### config.mk
export PLATFORM = sky130hd
export DESIGN_NAME = ss_stream_gen
export DESIGN_NICKNAME = d
export VERILOG_FILES = /design/src/rtl/ss_pkg.sv /design/src/rtl/ss_lfsr.sv /design/src/rtl/ss_stream_gen.sv
export SDC_FILE = /design/constraint.sdc
export NUM_CORES = 1
export LEC_CHECK = 0
export CAP_MARGIN = 20
export CORE_UTILIZATION = 59
export DETAILED_ROUTE_END_ITERATION = 8
export PLACE_DENSITY = 0.85
export SLEW_MARGIN = 20
export SYNTH_ARGS = -nofsm -noshare
export SYNTH_HDL_FRONTEND = slang
export SYNTH_HIERARCHICAL = 1
export SYNTH_SLANG_ARGS = --single-unit
export TNS_END_PERCENT = 30
### constraint.sdc
create_clock -name CLK -period 4.45 [get_ports CLK]
set_input_delay 0.445 -clock CLK [delete_from_list [all_inputs] [get_ports CLK]]
set_output_delay 0.445 -clock CLK [all_outputs]
set_load 0.1 [all_outputs]
### src/rtl/ss_pkg.sv
// Shared definitions for the stochastic stream generator: FSM states,
// LFSR feedback masks and the default seed.
package ss_pkg;

    typedef enum logic [1:0] {
        StIdle = 2'd0,
        StRun  = 2'd1,
        StDone = 2'd2
    } ss_state_e;

    // Galois feedback masks (polynomial without the x^N term), left-shifting form.
    // x^16 + x^15 + x^13 + x^4 + 1
    localparam logic [15:0] TAPS_N16 = 16'hA011;
    // x^8 + x^6 + x^5 + x^4 + 1
    localparam logic [15:0] TAPS_N8  = 16'h0071;

    localparam logic [15:0] DEFAULT_SEED = 16'hACE1;

    // Feedback mask for a given LFSR width; only 8 and 16 are meaningful.
    function automatic logic [15:0] ss_taps(input int unsigned n);
        return (n == 8) ? TAPS_N8 : TAPS_N16;
    endfunction

endpackage

### src/rtl/ss_lfsr.sv
// Galois LFSR with synchronous reset to SEED, step enable, and an
// all-zero lock-up guard that reloads SEED.
module ss_lfsr
    import ss_pkg::*;
#(
    parameter int unsigned   N    = 16,
    parameter logic [N-1:0]  SEED = DEFAULT_SEED[N-1:0],
    parameter logic [N-1:0]  TAPS = TAPS_N16[N-1:0]
) (
    input  logic         CLK,
    input  logic         INIT,
    input  logic         EN,
    output logic [N-1:0] Q
);

    logic [N-1:0] r_q;
    logic [N-1:0] w_step;

    // One Galois step: shift toward MSB, fold the outgoing MSB back through the taps.
    always_comb begin
        w_step = {r_q[N-2:0], 1'b0} ^ (r_q[N-1] ? TAPS : '0);
    end

    // State register; the zero check catches any corruption into the dead state.
    always_ff @(posedge CLK) begin
        if (INIT) begin
            r_q <= SEED;
        end else if (r_q == '0) begin
            r_q <= SEED;
        end else if (EN) begin
            r_q <= w_step;
        end
    end

    assign Q = r_q;

endmodule

### src/rtl/ss_stream_gen.sv
// Stochastic bit-stream generator: emits LEN bits where each bit is 1 with
// probability VALUE/2^N, counting the ones produced.
module ss_stream_gen
    import ss_pkg::*;
#(
    parameter int unsigned  N     = 16,
    parameter int unsigned  LEN_W = 8,
    parameter logic [N-1:0] SEED  = DEFAULT_SEED[N-1:0]
) (
    input  logic             CLK,
    input  logic             INIT,
    input  logic [N-1:0]     VALUE,
    input  logic [LEN_W-1:0] LEN,
    input  logic             START,
    output logic             OUT,
    output logic             VALID,
    output logic             BUSY,
    output logic             DONE,
    output logic [LEN_W-1:0] ONES
);

    localparam logic [15:0]  TAPS_FULL = ss_taps(N);
    localparam logic [N-1:0] TAPS      = TAPS_FULL[N-1:0];

    ss_state_e        r_state;
    ss_state_e        w_state_next;
    logic [N-1:0]     r_value;
    logic [LEN_W-1:0] r_rem;
    logic [LEN_W-1:0] r_ones;
    logic             r_out;
    logic             r_valid;

    logic             w_start_acc;
    logic [N-1:0]     w_cmp_value;
    logic [N-1:0]     w_lfsr_q;
    logic             w_lfsr_en;
    logic             w_bit;

    assign w_start_acc = (r_state == StIdle) && START;

    // The bit loaded on the START edge must use the incoming VALUE, not the stale capture.
    assign w_cmp_value = w_start_acc ? VALUE : r_value;

    // The LFSR steps once per emitted bit, on the edge that loads that bit into OUT,
    // so each stream consumes exactly LEN states and the next stream continues from there.
    assign w_lfsr_en = (w_state_next == StRun);

    ss_lfsr #(
        .N    (N),
        .SEED (SEED),
        .TAPS (TAPS)
    ) u_lfsr (
        .CLK  (CLK),
        .INIT (INIT),
        .EN   (w_lfsr_en),
        .Q    (w_lfsr_q)
    );

    // Comparator with the extremes pinned so probability 0 and ~1 are exact.
    always_comb begin
        w_bit = 1'b0;
        if (w_cmp_value == '1) begin
            w_bit = 1'b1;
        end else if (w_cmp_value == '0) begin
            w_bit = 1'b0;
        end else begin
            w_bit = (w_lfsr_q < w_cmp_value);
        end
    end

    // Next-state logic for IDLE -> RUN/DONE -> IDLE.
    always_comb begin
        w_state_next = r_state;
        unique case (r_state)
            StIdle: begin
                if (START) begin
                    w_state_next = (LEN != '0) ? StRun : StDone;
                end
            end
            StRun: begin
                if (r_rem == LEN_W'(1)) begin
                    w_state_next = StDone;
                end
            end
            StDone: begin
                w_state_next = StIdle;
            end
            default: begin
                w_state_next = StIdle;
            end
        endcase
    end

    // State register and registered OUT/VALID so both change on the same edge.
    always_ff @(posedge CLK) begin
        if (INIT) begin
            r_state <= StIdle;
            r_valid <= 1'b0;
            r_out   <= 1'b0;
        end else begin
            r_state <= w_state_next;
            r_valid <= (w_state_next == StRun);
            r_out   <= (w_state_next == StRun) && w_bit;
        end
    end

    // Stream capture, remaining-bit countdown and saturating ones counter.
    always_ff @(posedge CLK) begin
        if (INIT) begin
            r_value <= '0;
            r_rem   <= '0;
            r_ones  <= '0;
        end else if (w_start_acc) begin
            r_value <= VALUE;
            r_rem   <= LEN;
            r_ones  <= '0;
        end else begin
            if (r_state == StRun) begin
                r_rem <= r_rem - LEN_W'(1);
            end
            if (r_valid && r_out && (r_ones != '1)) begin
                r_ones <= r_ones + LEN_W'(1);
            end
        end
    end

    assign OUT   = r_out;
    assign VALID = r_valid;
    assign BUSY  = (r_state != StIdle);
    assign DONE  = (r_state == StDone);
    assign ONES  = r_ones;

endmodule

==> flow_metrics.py, run 1 <==
metrics = {
    "status": {
        "status": "complete, no violations",
    },
    "floorplan": {
        "coreArea_mm2": 0.00450,
        "die_area_mm2": 0.00513,
        "die_w_um": 71.7,
        "ios": 39,
        "initial_utilization_pct": 63.6,
        "die_y_um": 71.7,
        "rows": 24,
    },
    "power": {
        "p_sw_uw": 386,
        "p_total_mw": 1.20,
        "swShare_pct": 32.1,
        "powerDensity_mw_per_mm2": 367,
        "clock_power_share_pct": 26.7,
        "internal_power_uw": 816,
        "seq_power_share_pct": 46.9,
        "leakage_nw": 1.30,
        "vdd_ir_drop_max_v": 0.000254,
        "power_frac_comb_pct": 26.4,
    },
    "logic_synthesis": {
        "synth_enable_flop_cells": 0,
        "ys_warn_count": 6,
        "async_flop_share_pct": 0,
        "synth_flop_cell": "dfxtp_1",
        "ys_ff_latch": 52,
        "synth_cell_types": 46,
        "syn_inst": 322,
        "synth-seq-area-share_pct": 36.4,
        "syn_avg_cell_area_um2": 8.89,
        "netlist_area_mm2": 0.00286,
        "synthesis.nets": 367,
    },
    "cells_and_area": {
        "diodes": 0,
        "drive_above_1_share_pct": 5.80,
        "final_cell_mix": "dfxtp_1, nor2_1, clkdlybuf4s50_1",
        "final_cell_area_mm2": 0.00328,
        "final_core_util_pct": 72.8,
        "layout_commonest_cell": "dfxtp_1",
        "multi_input_area_mm2": 0.00162,
        "seq_area_mm2": 0.00104,
        "fillers": 349,
        "stdcell_count": 397,
        "nets": 389,
        "syn2layout_area_growth_pct": 14.5,
    },
    "critical_path": {
        "slowest_stage": "clkdlybuf4s50_1",
        "cp-end-kind": "flip-flop",
        "path_max_fanout": 18,
        "worstPathArrival_ns": 3.12,
        "critPathLaunch": "START",
        "worstReg2RegStart": "r_state[0]",
        "worstPathRequired_ns": 4.69,
        "crit_type": "primary input to flip-flop",
        "cp-start-kind": "primary input",
        "slowest_delay_ns": 0.62,
        "path_cells": "clkdlybuf4s50_1, nor3b_4, buf_4, mux2i_1, ha_1, a211oi_1, nor2_1, a2111oi_1, o21ai_1, a21boi_1",
    },
    "sta": {
        "max_slew.worst_pin.slew_ns": 0.975,
        "setup_slack_ns": 1.56,
        "fmax_mhz": 346,
        "finalCriticalPeriod_ns": 2.89,
        "hold_ws_ns": 0.484,
        "setup_violations": 0,
        "fin_skew_ns": 0.00988,
        "hold_violations": 0,
        "maxSlewViolCount": 0,
        "rsz0062_at_grt": "no",
        "relSlewSlack_pct": 34.8,
        "finalSetupTns_ns": 0,
        "finalCritPeriodShare_pct": 64.9,
    },
    "placement": {
        "pre_cts_ws_ns": 1.26,
        "io_buffer_count": 38,
        "dp.cells": 389,
        "place_congestion": 0.911,
        "placed_cell_area_mm2": 0.00317,
        "dp_hpwl_um": 4710,
    },
    "clock_network": {
        "cts_tree": "done",
        "cts_resized": 0,
        "cts.sinks": 52,
        "postCtsHoldBufs": 0,
        "clkSlewWorstSetupHoldPaths_ns": 0.09,
        "cts_buffers": 5,
        "insertion_delay_ns": 0.30,
        "h-tree-depth": 2,
        "root_buffer": "clkbuf_8",
        "post_cts_buffers": 0,
        "ctsLongestPathBuffers": 2,
    },
    "grt": {
        "grt_pass1_wl_um": 10500,
        "grt-ovfl-total": 0,
        "grt_use_total_pct": 26.1,
        "grt_pass1_vias": 2180,
        "grt_max_degree": 24,
        "antenna_found_initial": 0,
    },
    "min_path": {
        "hold_path_startpoint": "r_rem[3]",
        "worst_hold_path_type": "flip-flop to flip-flop",
    },
    "routing": {
        "drt-total-wl_um": 6330,
        "ant_nets": 0,
        "drt_iter0_drc": 171,
        "firstDrtPassIters": 4,
        "route.detailed.wl_per_inst_um": 15.9,
        "routed_via_density": 6.12,
        "vias": 2429,
        "drc": 0,
    },
    "job": {
        "drv_cap": 0,
    },
}
-- state kept, by name (all words and copies together), names as in the netlist --
register  cells
OUT           1
ONES          8
r_value      16
r_state       2
VALID         1
u_lfsr/Q     16
r_rem         8
-- cell usage after synthesis, types with 2 or more instances --
cell | count | area (µm²)
buf_6 | 2 | 22.5
o21ai_0 | 11 | 55.1
ha_1 | 18 | 225
xnor2_1 | 2 | 17.5
buf_2 | 4 | 20.0
or3_1 | 2 | 12.5
xor2_1 | 5 | 43.8
nor2_1 | 46 | 173
nor3_1 | 7 | 35.0
or2_2 | 2 | 12.5
o211ai_1 | 2 | 15.0
nand2_1 | 26 | 97.6
a211oi_1 | 5 | 37.5
nor4_1 | 14 | 87.6
a22o_1 | 2 | 17.5
buf_4 | 15 | 113
nor4_4 | 2 | 42.5
a22oi_1 | 3 | 22.5
a21oi_1 | 13 | 65.1
a21o_1 | 2 | 15.0
o211a_1 | 2 | 20.0
dfxtp_1 | 52 | 1040
inv_1 | 9 | 33.8
nand4_1 | 12 | 75.1
nor2b_1 | 3 | 18.8
clkbuf_1 | 6 | 22.5
mux2i_1 | 30 | 300
a31oi_1 | 2 | 12.5
nand3_1 | 6 | 30.0
-- final cells by class --
cell class / instances / area share, %
timing repair buffer: 42 / 12.5
sequential: 52 / 31.8
inverter: 9 / 1.03
tap: 52 / 1.98
clock buffer: 5 / 2.10
multi-input combinational: 234 / 49.3
clock inverter: 3 / 1.30
-- path summary, 6_finish.rpt --
path,endpoint,slack (ns),cells after the start
hold reg to reg,r_rem[3],0.48,2
setup / recovery,OUT,1.56,10
hold / removal,r_rem[3],0.48,2
setup reg to reg,OUT,1.88,9
-- cells by family after synthesis --
group	Yosys count	share of synthesized area, %
AOI/OAI and AO/OA	53	12.8
xor gates and xnor gates	7	2.14
adders and majority gates	18	7.87
buffers and inverters	36	7.39
DFF	52	36.4
muxes	32	11.3
and+or+nand+nor	124	22.1
-- power by group through the flow --
stage	logic, mW	registers [mW]	clock network, mW
after global placement	0.302	0.571	0
after global routing	0.352	0.569	0.345
after floorplan	0.247	0.569	0
after detailed placement	0.312	0.573	0
final	0.318	0.563	0.320
after CTS	0.316	0.562	0.327
-- critical path: cells and delay by family --
family	cells	cell delay [ns]
AND/OR/NAND/NOR	2	0.32
adder cells (fa/ha/maj)	1	0.29
buffers and inverters	2	0.90
AO/OA/AOI/OAI	4	0.85
multiplexers	1	0.31
-- metal layers --
layer	vias to the layer above	wire length [µm]	global-route usage, %
li1	1193	-	-
met1	1141	2820	33.8
met2	85	3070	43.7
met3	10	346	4.64
met4	0	93	9.59
met5	-	0	0
(Power assumes the default switching activity.)
==> run 2: changes to the inputs <==
- CORE_UTILIZATION: 59 -> 49
- PLACE_DENSITY: 0.85 -> 0.75
- clock period: 4.45 -> 2.3 ns (I/O delays scaled with it)
==> flow_metrics.py, run 2 (synthesis gave the netlist of run 1 again) <==
metrics = {
    "power": {
        "leakage_nw": 1.45,
        "clock_power_share_pct": 22.2,
        "power_frac_comb_pct": 33.6,
        "seq_power_share_pct": 44.2,
        "p_sw_uw": 841,
        "swShare_pct": 33.9,
        "internal_power_mw": 1.64,
        "powerDensity_mw_per_mm2": 664,
        "p_total_mw": 2.48,
        "vdd_ir_drop_max_v": 0.000321,
    },
    "sta": {
        "finalCriticalPeriod_ns": 2.29,
        "finalCritPeriodShare_pct": 99.6,
        "finalSetupTns_ns": 0,
        "hold_violations": 0,
        "max_slew.worst_pin.slew_ns": 0.541,
        "relSlewSlack_pct": 63.9,
        "setup_slack_ns": 0.0100,
        "maxSlewViolCount": 0,
        "setup_violations": 0,
        "hold_ws_ns": 0.486,
        "rsz0062_at_grt": "yes",
        "fmax_mhz": 437,
        "fin_skew_ns": 0.00845,
    },
    "routing": {
        "dr_wl_met2_um": 3610,
        "vias": 2539,
        "drt-total-wl_um": 7310,
        "routed_via_density": 5.77,
        "wl_met3_um": 437,
        "ant_nets": 0,
        "drc": 0,
        "firstDrtPassIters": 5,
        "drt_iter0_drc": 168,
        "top_layer_used": "met4",
        "drt-met1-wl_um": 3120,
        "route.detailed.wl_per_inst_um": 16.6,
    },
    "critical_path": {
        "worstPathArrival_ns": 2.54,
        "worstPathRequired_ns": 2.55,
        "cp-end-kind": "flip-flop",
        "cp-start-kind": "flip-flop",
        "crit_type": "flip-flop to flip-flop",
        "path_max_fanout": 7,
    },
    "clock_network": {
        "postCtsHoldBufs": 0,
        "cts_buffers": 5,
        "root_buffer": "clkbuf_8",
        "insertion_delay_ns": 0.32,
        "cts.sinks": 52,
        "clkSlewWorstSetupHoldPaths_ns": 0.09,
        "cts_tree": "done",
        "ctsLongestPathBuffers": 2,
        "h-tree-depth": 2,
    },
    "placement": {
        "placed_cell_area_mm2": 0.00332,
        "dp.cells": 427,
        "dp_hpwl_um": 5170,
        "place_congestion": 1.02,
        "pre_cts_ws_ns": -0.383,
        "io_buffer_count": 38,
    },
    "floorplan": {
        "die_y_um": 78.4,
        "die_w_um": 78.4,
        "die_area_mm2": 0.00615,
        "coreArea_mm2": 0.00557,
        "ios": 39,
        "initial_utilization_pct": 51.4,
        "rows": 27,
    },
    "cells_and_area": {
        "layout_commonest_cell": "dfxtp_1",
        "final_cell_area_mm2": 0.00373,
        "final_cell_mix": "dfxtp_1, nor2_1, buf_4",
        "drive_above_1_share_pct": 22.3,
        "stdcell_count": 440,
        "nets": 412,
        "final_core_util_pct": 66.9,
        "diodes": 0,
        "syn2layout_area_growth_pct": 30.3,
    },
    "status": {
        "status": "complete, no violations",
    },
    "grt": {
        "grt_pass1_wl_um": 11400,
        "grt-ovfl-total": 0,
        "grt_max_degree": 20,
        "grt_pass1_vias": 2444,
        "grt_use_total_pct": 23.9,
        "antenna_found_initial": 0,
    },
    "job": {
        "drv_cap": 0,
    },
    "min_path": {
        "worst_hold_path_type": "primary input to flip-flop",
    },
}
## run 2: cell count changes in the layout (fill, tap and decap cells not counted), moves of 3 or more
cell,change
mux2i_1,-13
buf_4,+29
clkdlybuf4s50_1,-13
a21oi_2,+4
ha_1,-5
mux2i_4,+10
ha_4,+5
mux2i_2,+3
a21oi_1,-4
## run 2: final cells by class
| cell class | instances | area [µm²] |
|---|---|---|
| sequential | 52 | 1040 |
| clock buffer | 7 | 86.3 |
| inverter | 9 | 33.8 |
| fill | 440 | 1840 |
| timing repair buffer | 65 | 616 |
| multi-input combinational | 234 | 1860 |
| clock inverter | 1 | 7.51 |
| tap | 72 | 90.1 |
## run 2: worst paths after layout
kind,startpoint,endpoint,cells past startpoint,slack [ns]
worst max-delay path,r_state[0],OUT,10,0.01
worst min-delay path,START,r_state[1],5,0.49
worst max register to register,r_state[0],OUT,10,0.01
worst min register to register,r_rem[6],r_rem[6],2,0.49
## run 2: critical path, stage by stage, from the launching register on
cell and delay [ns]:
dfxtp_2 0.35, nor3b_4 0.26, buf_12 0.19, mux2i_4 0.28, ha_4 0.23, a21o_1 0.17, a21oi_2 0.19, o21ai_2 0.07
a311oi_2 0.24, o21ai_1 0.09, a21boi_1 0.15
## run 2: power groups by stage
stage	Sequential, mW	Clock, mW	Combinational (mW)
CTS	1.08	0.556	0.717
global placement	1.10	0	0.659
finish	1.10	0.551	0.832
detailed placement	1.10	0	0.669
global route	1.11	0.592	0.906
floorplan	1.10	0	0.477
## run 2: per-layer routing
layer | up-vias | global-route usage, %
li1 | 1242 | -
met1 | 1191 | 29.4
met2 | 89 | 40.1
met3 | 17 | 5.00
met4 | 0 | 10.7
met5 | - | 0
## run 2: timing repair
item / in CTS / in global routing
buffers inserted: 2 / 2
gates cloned: 1 / 0
setup endpoints to repair: 1 / 1
gates resized for setup: 11 / 35
pin swaps: 0 / 8
==> run 3: changes to the inputs <==
--- a/config.mk
+++ b/config.mk
@@ -8,6 +8,7 @@
 export CAP_MARGIN = 20
 export CORE_UTILIZATION = 49
+export CTS_CLUSTER_SIZE = 28
 export DETAILED_ROUTE_END_ITERATION = 8
-export PLACE_DENSITY = 0.75
+export PLACE_DENSITY_LB_ADDON = 0.12
 export SLEW_MARGIN = 20
 export SYNTH_ARGS = -nofsm -noshare
==> constraint.sdc (replaced) <==
create_clock -name CLK -period 2.3 [get_ports CLK]
set_input_delay 0.46 -clock CLK [delete_from_list [all_inputs] [get_ports CLK]]
set_output_delay 0.46 -clock CLK [all_outputs]
set_load 0.1 [all_outputs]
==> flow_metrics.py, run 3 (synthesis gave the netlist of run 1 again) <==
metrics = {
    "status": {
        "status": "complete, no violations",
    },
    "grt": {
        "grt_use_total_pct": 24.2,
        "antenna_found_initial": 0,
        "grt_pass1_wl_um": 11600,
        "grt-ovfl-total": 0,
        "grt_pass1_vias": 2520,
        "grt_max_degree": 20,
    },
    "cells_and_area": {
        "final_cell_area_mm2": 0.00374,
        "final_core_util_pct": 67.1,
        "layout_commonest_cell": "dfxtp_1",
        "drive_above_1_share_pct": 22.7,
        "stdcell_count": 456,
        "syn2layout_area_growth_pct": 30.6,
        "final_cell_mix": "dfxtp_1, nor2_1, buf_4",
        "nets": 428,
        "diodes": 0,
    },
    "routing": {
        "ant_nets": 0,
        "drc": 0,
        "drt-total-wl_um": 6900,
        "route.detailed.wl_per_inst_um": 15.1,
        "vias": 2545,
        "drt_iter0_drc": 97,
        "routed_via_density": 5.58,
        "firstDrtPassIters": 4,
    },
    "power": {
        "swShare_pct": 32.3,
        "powerDensity_mw_per_mm2": 674,
        "clock_power_share_pct": 25.8,
        "vdd_ir_drop_max_v": 0.000578,
        "p_total_mw": 2.52,
        "seq_power_share_pct": 43.1,
        "internal_power_mw": 1.71,
        "p_sw_uw": 815,
        "power_frac_comb_pct": 31.1,
        "leakage_nw": 1.53,
    },
    "floorplan": {
        "die_y_um": 78.4,
        "die_w_um": 78.4,
        "coreArea_mm2": 0.00557,
        "die_area_mm2": 0.00615,
        "rows": 27,
        "initial_utilization_pct": 51.4,
        "ios": 39,
    },
    "critical_path": {
        "cp-start-kind": "primary input",
        "path_cells": "clkdlybuf4s15_1, nor3b_4, buf_6, buf_16, buf_6, mux2i_2, ha_1, a21oi_2, a21oi_1, a2111oi_2, o21ai_1, a21boi_1",
        "cpMostUsedCell": "buf_6",
        "worstPathRequired_ns": 2.56,
        "crit_type": "primary input to flip-flop",
        "slowest_delay_ns": 0.30,
        "cp-end-kind": "flip-flop",
        "path_max_fanout": 5,
        "slowest_stage": "ha_1",
        "worstPathArrival_ns": 2.55,
    },
    "min_path": {
        "worst_hold_path_type": "flip-flop to flip-flop",
    },
    "clock_network": {
        "cts_tree": "done",
        "cts.sinks": 52,
        "insertion_delay_ns": 0.31,
        "clkSlewWorstSetupHoldPaths_ns": 0.10,
        "ctsLongestPathBuffers": 2,
        "root_buffer": "clkbuf_8",
        "cts_buffers": 5,
        "h-tree-depth": 2,
    },
    "job": {
        "drv_cap": 0,
    },
    "placement": {
        "placed_cell_area_mm2": 0.00342,
        "place_congestion": 0.858,
        "io_buffer_count": 38,
        "pre_cts_ws_ns": -0.665,
        "dp.cells": 437,
        "dp_hpwl_um": 5170,
    },
    "sta": {
        "rsz0062_at_grt": "yes",
        "finalCritPeriodShare_pct": 99.6,
        "fin_skew_ns": 0.0117,
        "hold_ws_ns": 0.489,
        "maxSlewViolCount": 0,
        "max_slew.worst_pin.slew_ns": 0.467,
        "relSlewSlack_pct": 68.6,
        "setup_violations": 0,
        "fmax_mhz": 436,
        "hold_violations": 0,
        "finalSetupTns_ns": 0,
        "setup_slack_ns": 0.00874,
        "finalCriticalPeriod_ns": 2.29,
    },
}
run 3: power groups by stage:
stage,clock (mW),combinational (mW),sequential [mW]
6_report,0.650,0.785,1.09
5_1_grt,0.708,0.868,1.10
4_1_cts,0.664,0.761,1.09
3_5_place_dp,0,0.698,1.10
3_3_place_gp,0,0.683,1.10
2_1_floorplan,0,0.481,1.10
run 3: critical path, delay by kind of cell:
family / cells / cell delay [ns]
mux: 1 / 0.22
compound gates: 5 / 0.71
buf+inv: 4 / 0.58
fa+ha+maj: 1 / 0.30
simple gates: 1 / 0.29
run 3: timing repair:
item	4_1_cts	5_1_grt
pin swaps	10	3
endpoints found under the setup margin	1	1
endpoints found under the hold margin	0	0
gates resized for setup	18	8
gates cloned	1	0
hold buffers	0	0
setup buffers	9	1
run 3: worst paths after layout:
kind                    from  endpoint  slack (ns)  cells past startpoint
hold reg to reg     r_rem[3]  r_rem[3]        0.49                      2
setup / recovery       START       OUT       0.009                     12
setup reg to reg  r_state[1]       OUT       0.009                     11
hold / removal      r_rem[3]  r_rem[3]        0.49                      2
run 3: cell type report:
cell class / instances / area (µm²)
well taps: 72 / 90.1
flip-flops and latches: 52 / 1040
multi-input cells: 234 / 1700
inverters: 9 / 33.8
fillers: 466 / 1830
repair buffers: 81 / 758
clock buffers: 5 / 68.8
clock inverters: 3 / 46.3
run 3: layer usage:
layer | global-route usage [%] | routed length [µm]
met5 | 0 | 0
met3 | 5.93 | 380
met2 | 42.2 | 3320
met4 | 10.4 | 193
met1 | 28.2 | 3010
